File: config.mk
export PLATFORM = sky130hd
export DESIGN_NAME = edge_proc_gen
export DESIGN_NICKNAME = d
export VERILOG_FILES = /design/src/rtl/edge_proc_gen.sv
export SDC_FILE = /design/constraint.sdc
export NUM_CORES = 1
export LEC_CHECK = 0
export ABC_AREA = 1
export CORE_MARGIN = 4
export CORE_UTILIZATION = 30
export CTS_BUF_LIST = sky130_fd_sc_hd__clkbuf_8
export DETAILED_ROUTE_END_ITERATION = 10
export PLACE_DENSITY_LB_ADDON = 0.25
export SETUP_SLACK_MARGIN = 0.05
export SYNTH_ARGS = -nofsm -noshare
export SYNTH_HDL_FRONTEND = slang
export SYNTH_SLANG_ARGS = --single-unit
File: constraint.sdc
create_clock -name clk -period 8.4 [get_ports clk]
set_input_delay 0.84 -clock clk [delete_from_list [all_inputs] [get_ports clk]]
set_output_delay 0.84 -clock clk [all_outputs]
set_load 0.03 [all_outputs]
File: src/rtl/edge_proc_gen.sv
// -----------------------------------------------------------------------------
// edge_proc_gen
//
// Single-frame 3x3 Sobel engine. A start pulse runs one pass over the gray
// frame buffer: pixels are streamed in raster order, a 3x3 window is built
// from two line delays, and the filtered result is written in ascending
// address order to the processed frame buffer. done pulses once the final
// write has completed.
//
// Ports
//   clk        single clock domain
//   rst        synchronous active-low reset
//   start      one-cycle request, honoured only while idle
//   mode       [1:0] 00 passthrough, 01 horizontal, 10 vertical, 11 magnitude
//              [2]   threshold enable (captured with start)
//   thresh     threshold level (captured with start)
//   orig_addr  read address into the gray frame buffer
//   orig_pxl   read data, valid one cycle after orig_addr; gray = low c_pxl_w bits
//   proc_we    write strobe for the processed frame buffer
//   proc_addr  registered write address
//   proc_pxl   registered write data
//   busy       high while a frame is being processed
//   done       one-cycle pulse after the final write
// -----------------------------------------------------------------------------
module edge_proc_gen #(
  parameter int c_img_cols    = 80,
  parameter int c_img_rows    = 60,
  parameter int c_nb_img_pxls = 13,
  parameter int c_nb_buf      = 12,
  parameter int c_pxl_w       = 8,
  parameter int c_border_val  = 0
) (
  input  logic                     clk,
  input  logic                     rst,
  input  logic                     start,
  input  logic [2:0]               mode,
  input  logic [c_pxl_w-1:0]       thresh,
  output logic [c_nb_img_pxls-1:0] orig_addr,
  input  logic [c_nb_buf-1:0]      orig_pxl,
  output logic                     proc_we,
  output logic [c_nb_img_pxls-1:0] proc_addr,
  output logic [c_pxl_w-1:0]       proc_pxl,
  output logic                     busy,
  output logic                     done
);

  localparam int c_p        = c_img_cols * c_img_rows;
  localparam int c_n_end    = c_p + c_img_cols + 3;
  // Run cycle in which the window is centred on pixel 0.
  localparam int c_k_first  = c_img_cols + 3;
  localparam int c_nb_n     = $clog2(c_n_end + 1);
  localparam int c_col_w    = $clog2(c_img_cols);
  localparam int c_row_w    = $clog2(c_img_rows);
  localparam int c_sum_w    = c_pxl_w + 3;
  localparam int c_lb_depth = c_img_cols - 3;

  localparam logic [c_sum_w-1:0] c_pxl_max = {3'b000, {c_pxl_w{1'b1}}};

  typedef enum logic [1:0] {
    S_IDLE = 2'd0,
    S_RUN  = 2'd1,
    S_DONE = 2'd2
  } state_e;

  state_e                     state_q,  state_d;
  logic [c_nb_n-1:0]          n_q,      n_d;
  logic [2:0]                 mode_q,   mode_d;
  logic [c_pxl_w-1:0]         thresh_q, thresh_d;
  logic [c_col_w-1:0]         col_q,    col_d;
  logic [c_row_w-1:0]         row_q,    row_d;
  logic [c_nb_img_pxls-1:0]   k_q,      k_d;
  logic                       we_q,     we_d;
  logic [c_nb_img_pxls-1:0]   addr_q,   addr_d;
  logic [c_pxl_w-1:0]         pxl_q,    pxl_d;

  // 3x3 window: p0x upper (oldest) row, p2x lower (newest) row, px2 newest column.
  logic [c_pxl_w-1:0] p00_q, p01_q, p02_q;
  logic [c_pxl_w-1:0] p10_q, p11_q, p12_q;
  logic [c_pxl_w-1:0] p20_q, p21_q, p22_q;
  logic [c_pxl_w-1:0] lb_mid_q [c_lb_depth];
  logic [c_pxl_w-1:0] lb_top_q [c_lb_depth];

  // Only the low c_pxl_w bits of the stored word carry gray data.
  generate
    if (c_nb_buf > c_pxl_w) begin : g_gray_hi
      logic unused_gray_hi;
      assign unused_gray_hi = ^orig_pxl[c_nb_buf-1:c_pxl_w];
    end
  endgenerate

  // ---------------------------------------------------------------------------
  // Sliding window. Each line delay plus the register after it spans
  // c_img_cols-2 stages, so with the two in-row shifts every row of the
  // window lies exactly one image line behind the row below it.
  // NOTE: the window and line buffers have no reset; every value that feeds
  // an interior result is refilled from the current frame before it is used,
  // so reset would only add fan-out to plain shift storage.
  // ---------------------------------------------------------------------------
  always_ff @(posedge clk) begin
    p22_q <= orig_pxl[c_pxl_w-1:0];
    p21_q <= p22_q;
    p20_q <= p21_q;
    lb_mid_q[0] <= p20_q;
    for (int i = 1; i < c_lb_depth; i++) lb_mid_q[i] <= lb_mid_q[i-1];
    p12_q <= lb_mid_q[c_lb_depth-1];
    p11_q <= p12_q;
    p10_q <= p11_q;
    lb_top_q[0] <= p10_q;
    for (int i = 1; i < c_lb_depth; i++) lb_top_q[i] <= lb_top_q[i-1];
    p02_q <= lb_top_q[c_lb_depth-1];
    p01_q <= p02_q;
    p00_q <= p01_q;
  end

  // ---------------------------------------------------------------------------
  // Sobel arithmetic
  // ---------------------------------------------------------------------------
  function automatic logic [c_sum_w-1:0] wsum(input logic [c_pxl_w-1:0] a,
                                               input logic [c_pxl_w-1:0] b,
                                               input logic [c_pxl_w-1:0] c);
    return c_sum_w'(a) + (c_sum_w'(b) << 1) + c_sum_w'(c);
  endfunction

  function automatic logic [c_sum_w-1:0] absdiff(input logic [c_sum_w-1:0] a,
                                                  input logic [c_sum_w-1:0] b);
    return (a >= b) ? (a - b) : (b - a);
  endfunction

  logic [c_sum_w-1:0] h_abs, v_abs, sel_val;
  logic [c_pxl_w-1:0] sat_val, thr_val, out_val;
  logic               border, k_valid;

  always_comb begin
    h_abs = absdiff(wsum(p20_q, p21_q, p22_q), wsum(p00_q, p01_q, p02_q));
    v_abs = absdiff(wsum(p02_q, p12_q, p22_q), wsum(p00_q, p10_q, p20_q));
    case (mode_q[1:0])
      2'b01:   sel_val = h_abs;
      2'b10:   sel_val = v_abs;
      2'b11:   sel_val = h_abs + v_abs;
      default: sel_val = c_sum_w'(p11_q);
    endcase
    sat_val = (sel_val > c_pxl_max) ? {c_pxl_w{1'b1}} : sel_val[c_pxl_w-1:0];
    if (mode_q[2]) thr_val = (sat_val >= thresh_q) ? {c_pxl_w{1'b1}} : '0;
    else           thr_val = sat_val;
    border = (row_q == '0) || (row_q == c_row_w'(c_img_rows - 1)) ||
             (col_q == '0) || (col_q == c_col_w'(c_img_cols - 1));
    // Passthrough keeps the original border pixels.
    out_val = ((mode_q[1:0] != 2'b00) && border) ? c_pxl_w'(c_border_val) : thr_val;
  end

  assign k_valid = (state_q == S_RUN) &&
                   (n_q >= c_nb_n'(c_k_first)) && (n_q < c_nb_n'(c_n_end));

  // ---------------------------------------------------------------------------
  // Control FSM and output stage
  // NOTE: every signal below gets a default before the case statement so no
  // path leaves one unassigned and no latch is inferred.
  // ---------------------------------------------------------------------------
  always_comb begin
    state_d  = state_q;
    n_d      = n_q;
    mode_d   = mode_q;
    thresh_d = thresh_q;
    col_d    = col_q;
    row_d    = row_q;
    k_d      = k_q;
    we_d     = 1'b0;
    addr_d   = addr_q;
    pxl_d    = pxl_q;

    case (state_q)
      S_IDLE: begin
        if (start) begin
          state_d  = S_RUN;
          n_d      = '0;
          mode_d   = mode;
          thresh_d = thresh;
          col_d    = '0;
          row_d    = '0;
          k_d      = '0;
        end
      end
      S_RUN: begin
        if (n_q == c_nb_n'(c_n_end)) state_d = S_DONE;
        else                         n_d     = n_q + 1'b1;
        if (k_valid) begin
          we_d   = 1'b1;
          addr_d = k_q;
          pxl_d  = out_val;
          k_d    = k_q + 1'b1;
          // Row/column of the centre pixel tracked incrementally (no divider).
          if (col_q == c_col_w'(c_img_cols - 1)) begin
            col_d = '0;
            row_d = row_q + 1'b1;
          end else begin
            col_d = col_q + 1'b1;
          end
        end
      end
      S_DONE:  state_d = S_IDLE;
      default: state_d = S_IDLE;
    endcase
  end

  // NOTE: sequential state uses non-blocking assignments only, so every
  // register samples the pre-edge value of the others.
  always_ff @(posedge clk) begin
    if (!rst) begin
      state_q  <= S_IDLE;
      n_q      <= '0;
      mode_q   <= '0;
      thresh_q <= '0;
      col_q    <= '0;
      row_q    <= '0;
      k_q      <= '0;
      we_q     <= 1'b0;
      addr_q   <= '0;
      pxl_q    <= '0;
    end else begin
      state_q  <= state_d;
      n_q      <= n_d;
      mode_q   <= mode_d;
      thresh_q <= thresh_d;
      col_q    <= col_d;
      row_q    <= row_d;
      k_q      <= k_d;
      we_q     <= we_d;
      addr_q   <= addr_d;
      pxl_q    <= pxl_d;
    end
  end

  // Reads past the last pixel only feed last-row (border) kernels, so the
  // address simply parks on the final pixel during the flush.
  assign orig_addr = (n_q >= c_nb_n'(c_p - 1)) ? c_nb_img_pxls'(c_p - 1)
                                               : c_nb_img_pxls'(n_q);
  assign proc_we   = we_q;
  assign proc_addr = addr_q;
  assign proc_pxl  = pxl_q;
  assign busy      = (state_q == S_RUN);
  assign done      = (state_q == S_DONE);

endmodule

Word-level counts from Yosys, hierarchy flattened
Memory sizes are Yosys's and may differ from the RTL's. A register that Yosys moved wholly into a read port is not among the register bits. Cells that the tools add are included.

Bits in registers: 130. Bits in latches: 0. Memory bits (writable): 1232. Memory bits (read-only): 0. Output and inout bits: 37. Word-level logic and storage cells: 99. Memories: 2.

Add/sub/neg operators: 17. Multiply operators: 0. Div/mod/pow operators: 0. $lt $le $gt $ge: 7. Equality and inequality tests: 13. Shifts and indexed selects: 0. Muxes and demuxes: 25. Bitwise gates (word level): 0. Reduce and logical (&&, ||, !) cells: 18.

Memories: lb_mid_q (depth 77, bits a word 8, read ports 77, clocked after Yosys merged registers in 1, write ports 77, RTL line 80) `logic [c_pxl_w-1:0] lb_mid_q [c_lb_depth];`; lb_top_q (depth 77, bits a word 8, read ports 77, clocked after Yosys merged registers in 1, write ports 77, RTL line 81) `logic [c_pxl_w-1:0] lb_top_q [c_lb_depth];`.

Operators with widths (count): $mux 13 (4); $pmux 13 s2 (2); $add 11x8->11 (4); $sub 11x11->11 (4); $add 8x9->10 (4); $pmux 11 s3 (1); $mux 8 (4); $add 13x1->13 const B (2); $ge 11x11->1 (2); $mux 11 (2); $mux 7 (3); $mux 6 (3); $pmux 7 s2 (1); $eq 13x13->1 const B (1); $ge 13x13->1 const B (1); $ge 13x7->1 const B (1); $lt 13x13->1 const B (1); $pmux 6 s2 (1); $add 11x11->11 (1); $gt 11x8->1 const B (1); $ge 8x8->1 (1); $reduce_and 2->1 (4); $add 7x1->7 const B (1); $eq 7x7->1 const B (1); other kinds (17) (30).

Logic depth before layout (Yosys ltp)
Word-level depth: 12. Mapped depth: 52. Mapped depth without buffers: 51.

Least setup slack after synthesis
OpenSTA, ideal clock, no wires.

Kind: flip-flop to flip-flop. Start point: reg p02_q[1] (read register of lb_top_q). End point: reg pxl_q[0] (netlist: proc_pxl[0]). Setup time: 0.070 ns. Arrival time: 6.695 ns. Required time: 8.330 ns. Slack: 1.635 ns. Stages on the path, launching flop included: 49. Period minus slack after synthesis: 6.765 ns. Cell sequence: dfxtp_1 -> ha_1 -> inv_1 -> fa_1 -> inv_1 -> ha_1 -> nand3_1 -> nand2_1 -> a21oi_1 -> o21bai_1 -> a21oi_1 -> o21ai_0 -> a21o_1 -> nand2_1 -> xnor2_1 -> inv_1 -> ha_1 -> nand2_1 -> [13 not listed] -> a21oi_1 -> xor2_1 -> nand3_2 -> nand2_4 -> nand2_2 -> inv_2 -> nand2_1 -> ha_1 -> o21ai_0 -> a21boi_0 -> o21a_1 -> o21ai_0 -> nand2_1 -> a21oi_1 -> o21a_1 -> nor3_2 -> nand2_1 -> a21oi_2.

Word-level cells in the longest chain between the ends: 12. Elaborated cells between the ends (all ways): 19. Those cells by class: add/sub (8); order compare (4); mux (7).

Ends and longest elaborated chain: start, declared (RTL line 77) `logic [c_pxl_w-1:0] p00_q, p01_q, p02_q;`; $add 8x9->10 (RTL line 121) `return c_sum_w'(a) + (c_sum_w'(b) << 1) + c_sum_w'(c);`; $add 11x8->11 (RTL line 121); $sub 11x11->11 or $ge 11x11->1 (tied branches) (RTL line 126) `return (a >= b) ? (a - b) : (b - a);`; $mux 11 (RTL line 126); $add 11x11->11 (RTL line 139) `2'b11: sel_val = h_abs + v_abs;`; $pmux 11 s3 * (RTL line 136) `case (mode_q[1:0])`; $gt 11x8->1 (RTL line 142) `sat_val = (sel_val > c_pxl_max) ? {c_pxl_w{1'b1}} : sel_val[c_pxl_w-1:0];`; $mux 8 * (RTL line 142); $ge 8x8->1 (RTL line 143) `if (mode_q[2]) thr_val = (sat_val >= thresh_q) ? {c_pxl_w{1'b1}} : '0;`; $mux 8 (RTL line 143); $mux 8 * (RTL line 143); $mux 8 * (RTL line 148) `out_val = ((mode_q[1:0] != 2'b00) && border) ? c_pxl_w'(c_border_val) : thr_val;`; end signal, assigned (RTL line 229) `pxl_q <= pxl_d;`; end, declared (RTL line 74) `logic [c_pxl_w-1:0] pxl_q, pxl_d;`.

Every way passes the cells marked *; elsewhere a longest branch is shown, timed or not. A chain may end at the register's enable or synchronous reset.

Final worst setup path
Start point: reg p00_q[1]. End point: reg pxl_q[7] (netlist: proc_pxl[7]).

Word-level cells in the longest chain between the ends: 12. Elaborated cells between the ends (all ways): 20. Those cells by class: add/sub (9); order compare (4); mux (7).

Ends and longest elaborated chain: start, declared (RTL line 77); start signal, assigned (RTL line 112) `p00_q <= p01_q;`; $add 8x9->10 (RTL line 121); $add 11x8->11 (RTL line 121); $sub 11x11->11 or $ge 11x11->1 (tied branches) (RTL line 126); $mux 11 (RTL line 126); $add 11x11->11 (RTL line 139); $pmux 11 s3 * (RTL line 136); $gt 11x8->1 (RTL line 142); $mux 8 * (RTL line 142); $ge 8x8->1 (RTL line 143); $mux 8 (RTL line 143); $mux 8 * (RTL line 143); $mux 8 * (RTL line 148).

Marked as above.

==> flow_summary.toml <==
[yosys]
yosys_warnings = 0
async_reset_ff_share_pct = 0
syn-cell-area_um2 = 35400
synth_cells = 2729
syn_nets = 2894
syn_area_per_cell_um2 = 13.0
ys_seq_elements = 1378
synth_cell_types = 52
synthFlopType = "dfxtp_1"
synth_seq_area_share_pct = 78.0
synth_edf_count = 0

[sta]
rsz0062_at_grt = "false"
worst_pin_slew_ps = 831
skew_ps = 56.9
max_freq_mhz = 130
fin_tns_setup_ps = 0
setup_viol = 0
fin_crit_sh_pct = 91.5
finalHoldViolations = 0
drv_slew = 0
relSlewSlack_pct = 44.4
min_period_ps = 7680

[worst_setup_path]
crit_arrival_ps = 8350
crit_type = "reg -> reg"
critPathTopFamily = "simple AND/OR/NAND/NOR gates"
crit_top_cell = "nand2_1"
crit_fanout = 12
crit_slowest_cell = "ha_1"
critPathCaptureType = "register"
path_buf_inv = 5
critPathRequiredTime_ps = 9070
cp-start-kind = "register"
slowest_delay_ps = 470

[routing]
vias_per_cell = 3.78
routedWlPerCell_um = 11.6
dr.pass1.iters = 5
drtIter0Drc = 813
wl_um = 53900
vias = 17600
drc = 0
ant_nets = 0

[global_route]
use_met2_pct = 12.4
busiest_layer = "met1"
grt-ovfl-total = 0
grt_max_degree = 31
grtUsageMet1_pct = 12.6
grt_usage_pct = 8.97
antenna_found_initial = 3
grt_pass1_vias = 17300
grt_pass1_wl_um = 88700
use_met3_pct = 2.81

[clock_network]
clk_pin_slew_ps = 60
cts_max_level = 4
cts_buffer_depth = 3
worstSkewPairLatency_ps = 810
root_buffer = "clkbuf_8"
cts_made_buffers = 191
cts_tree = "done"
cts_sinks = 1378

[pwr]
swShare_pct = 22.9
ir_drop_mv = 0.143
p_int_mw = 9.64
p_sw_mw = 2.87
power_frac_comb_pct = 6.4
power_leakage_nw = 17.9
pwr_density_cell_nw_per_um2 = 299
pwr-share-clk_pct = 40.3
seqPwrFrac_pct = 53.4

[cells_and_area]
layout.cells.non_filler = 4646
diodes = 0
final_net_count = 3131
area_delta_synth_final_pct = 18.3
drive_gt1_share_pct = 12.1

[hold_path]
hp-class = "reg -> reg"

[flow_run]
max_cap_viol_count = 0

[die]
ioPinCount = 63
dieArea_um2 = 123000
die_x_um = 351
coreArea_um2 = 117000
initial_utilization_pct = 30.3
die_y_um = 351
num_rows = 125

[placed_design]
portBuffers = 58
place_congestion = 0.815
dp.cells = 4292
hpwl_um = 34300

[run_status]
status = "complete, no violations"
## logic make-up (layout without fill, tap and decap cells)
| kind of cell | count (synthesis) | count (layout) | synth area share, % |
|---|---|---|---|
| AO/OA/AOI/OAI | 275 | 275 | 4.30 |
| XOR/XNOR | 85 | 85 | 2.11 |
| adder cells (fa/ha/maj) | 139 | 139 | 5.20 |
| buffers and inverters | 286 | 679 | 3.18 |
| flip-flops | 1378 | 1378 | 78.0 |
| AND/OR/NAND/NOR | 566 | 566 | 7.19 |
## final cells by class
| class | instances | area [um2] |
|---|---|---|
| Fill cell | 11300 | 74700 |
| Sequential cell | 1378 | 27600 |
| Multi-Input combinational cell | 1065 | 6740 |
| Clock buffer | 237 | 3260 |
| Tap cell | 1524 | 1910 |
| Inverter | 262 | 983 |
| Clock inverter | 112 | 682 |
| Timing Repair Buffer | 68 | 656 |
## worst register-to-register path, delay by kind of cell, from the launching register on
kind / cells / cell delay, ps
adder cells (fa/ha/maj): 6 / 1990
buffers and inverters: 5 / 540
AND/OR/NAND/NOR: 19 / 2020
flip-flops: 1 / 370
AO/OA/AOI/OAI: 13 / 1980
XOR/XNOR: 3 / 680
## synthesized netlist by cell type, types with 6 or more instances
cell type	count	share of area [%]
xor2_1	60	1.5
nor2_1	104	1.1
nand2_2	11	0.19
inv_2	23	0.24
o21ai_1	20	0.28
dfxtp_1	1378	78
nand4_1	24	0.42
buf_4	7	0.15
a21oi_2	10	0.25
o21bai_1	15	0.32
xnor2_1	25	0.62
nor3_1	16	0.23
fa_1	13	0.74
nand3_2	6	0.17
clkbuf_1	12	0.13
a21oi_1	136	1.9
o21ai_0	65	0.92
inv_1	237	2.5
nand3_1	59	0.84
ha_1	126	4.5
nand2_1	313	3.3
## cells in the final DEF, fill, tap and decap left out, types with 16 or more instances in the layout
| cell type | netlist | layout |
|---|---|---|
| inv_1 | 237 | 310 |
| clkdlybuf4s50_1 | 0 | 58 |
| nor3_1 | 16 | 16 |
| clkbuf_8 | 0 | 237 |
| ha_1 | 126 | 124 |
| inv_2 | 23 | 23 |
| xnor2_1 | 25 | 22 |
| a21oi_1 | 136 | 133 |
| xor2_1 | 60 | 58 |
| nor2_1 | 104 | 103 |
| clkinv_2 | 0 | 20 |
| nand2_1 | 313 | 313 |
| o21ai_1 | 20 | 23 |
| nand3_1 | 59 | 59 |
| o21ai_0 | 65 | 60 |
| dfxtp_1 | 1378 | 1377 |
| nand4_1 | 24 | 24 |
## metrics by stage
stage	area (um2)	total power, mW	hold WS, ps	util (%)	worst slack [ps]
5_1_grt	41800	13.2	280	35.9	20.9
2_1_floorplan	35400	7.41	310	-	1640
3_5_place_dp	37700	7.61	312	32.4	504
4_1_cts	41700	12.7	265	35.8	496
6_report	41800	12.5	276	35.9	718
3_3_place_gp	37700	7.60	310	32.4	456
## flip-flops by register name, indices dropped and copies added (netlist names), 13 cells and up
name	count
proc_addr	13
n_q	13
lb_mid_q	616
k_q	13
lb_top_q	616
## per-layer routing
metal	up-vias	wire [um]
met5	-	0
met4	0	1730
met3	142	2900
met2	322	21400
met1	7956	27900
li1	9155	-
## power by group through the flow
stage	registers (mW)	logic [mW]	clock network, mW
6_report	6.68	0.798	5.04
3_5_place_dp	6.82	0.783	0
5_1_grt	6.69	0.909	5.57
2_1_floorplan	6.81	0.604	0
4_1_cts	6.68	0.787	5.27
3_3_place_gp	6.82	0.782	0
## repair_timing
| action | 4_1_cts | 5_1_grt |
|---|---|---|
| hold buffers | 0 | 0 |
| buffers inserted | 0 | 5 |
| endpoints found under the setup margin | 0 | 8 |
| resized for setup | 0 | 24 |
## final timing paths
| kind | start | endpoint | slack [ps] | cells past startpoint |
|---|---|---|---|---|
| hold reg to reg | lb_top_q[41][5]$_DFF_P_ | lb_top_q[42][5]$_DFF_P_ | 280 | 0 |
| hold / removal | lb_top_q[41][5]$_DFF_P_ | lb_top_q[42][5]$_DFF_P_ | 280 | 0 |
| setup reg to reg | p00_q[1]$_DFF_P_ | proc_pxl[7]$_SDFFE_PN0P_ | 720 | 46 |
| setup / recovery | p00_q[1]$_DFF_P_ | proc_pxl[7]$_SDFFE_PN0P_ | 720 | 46 |
Note: power is estimated with default switching activity, not from simulation.
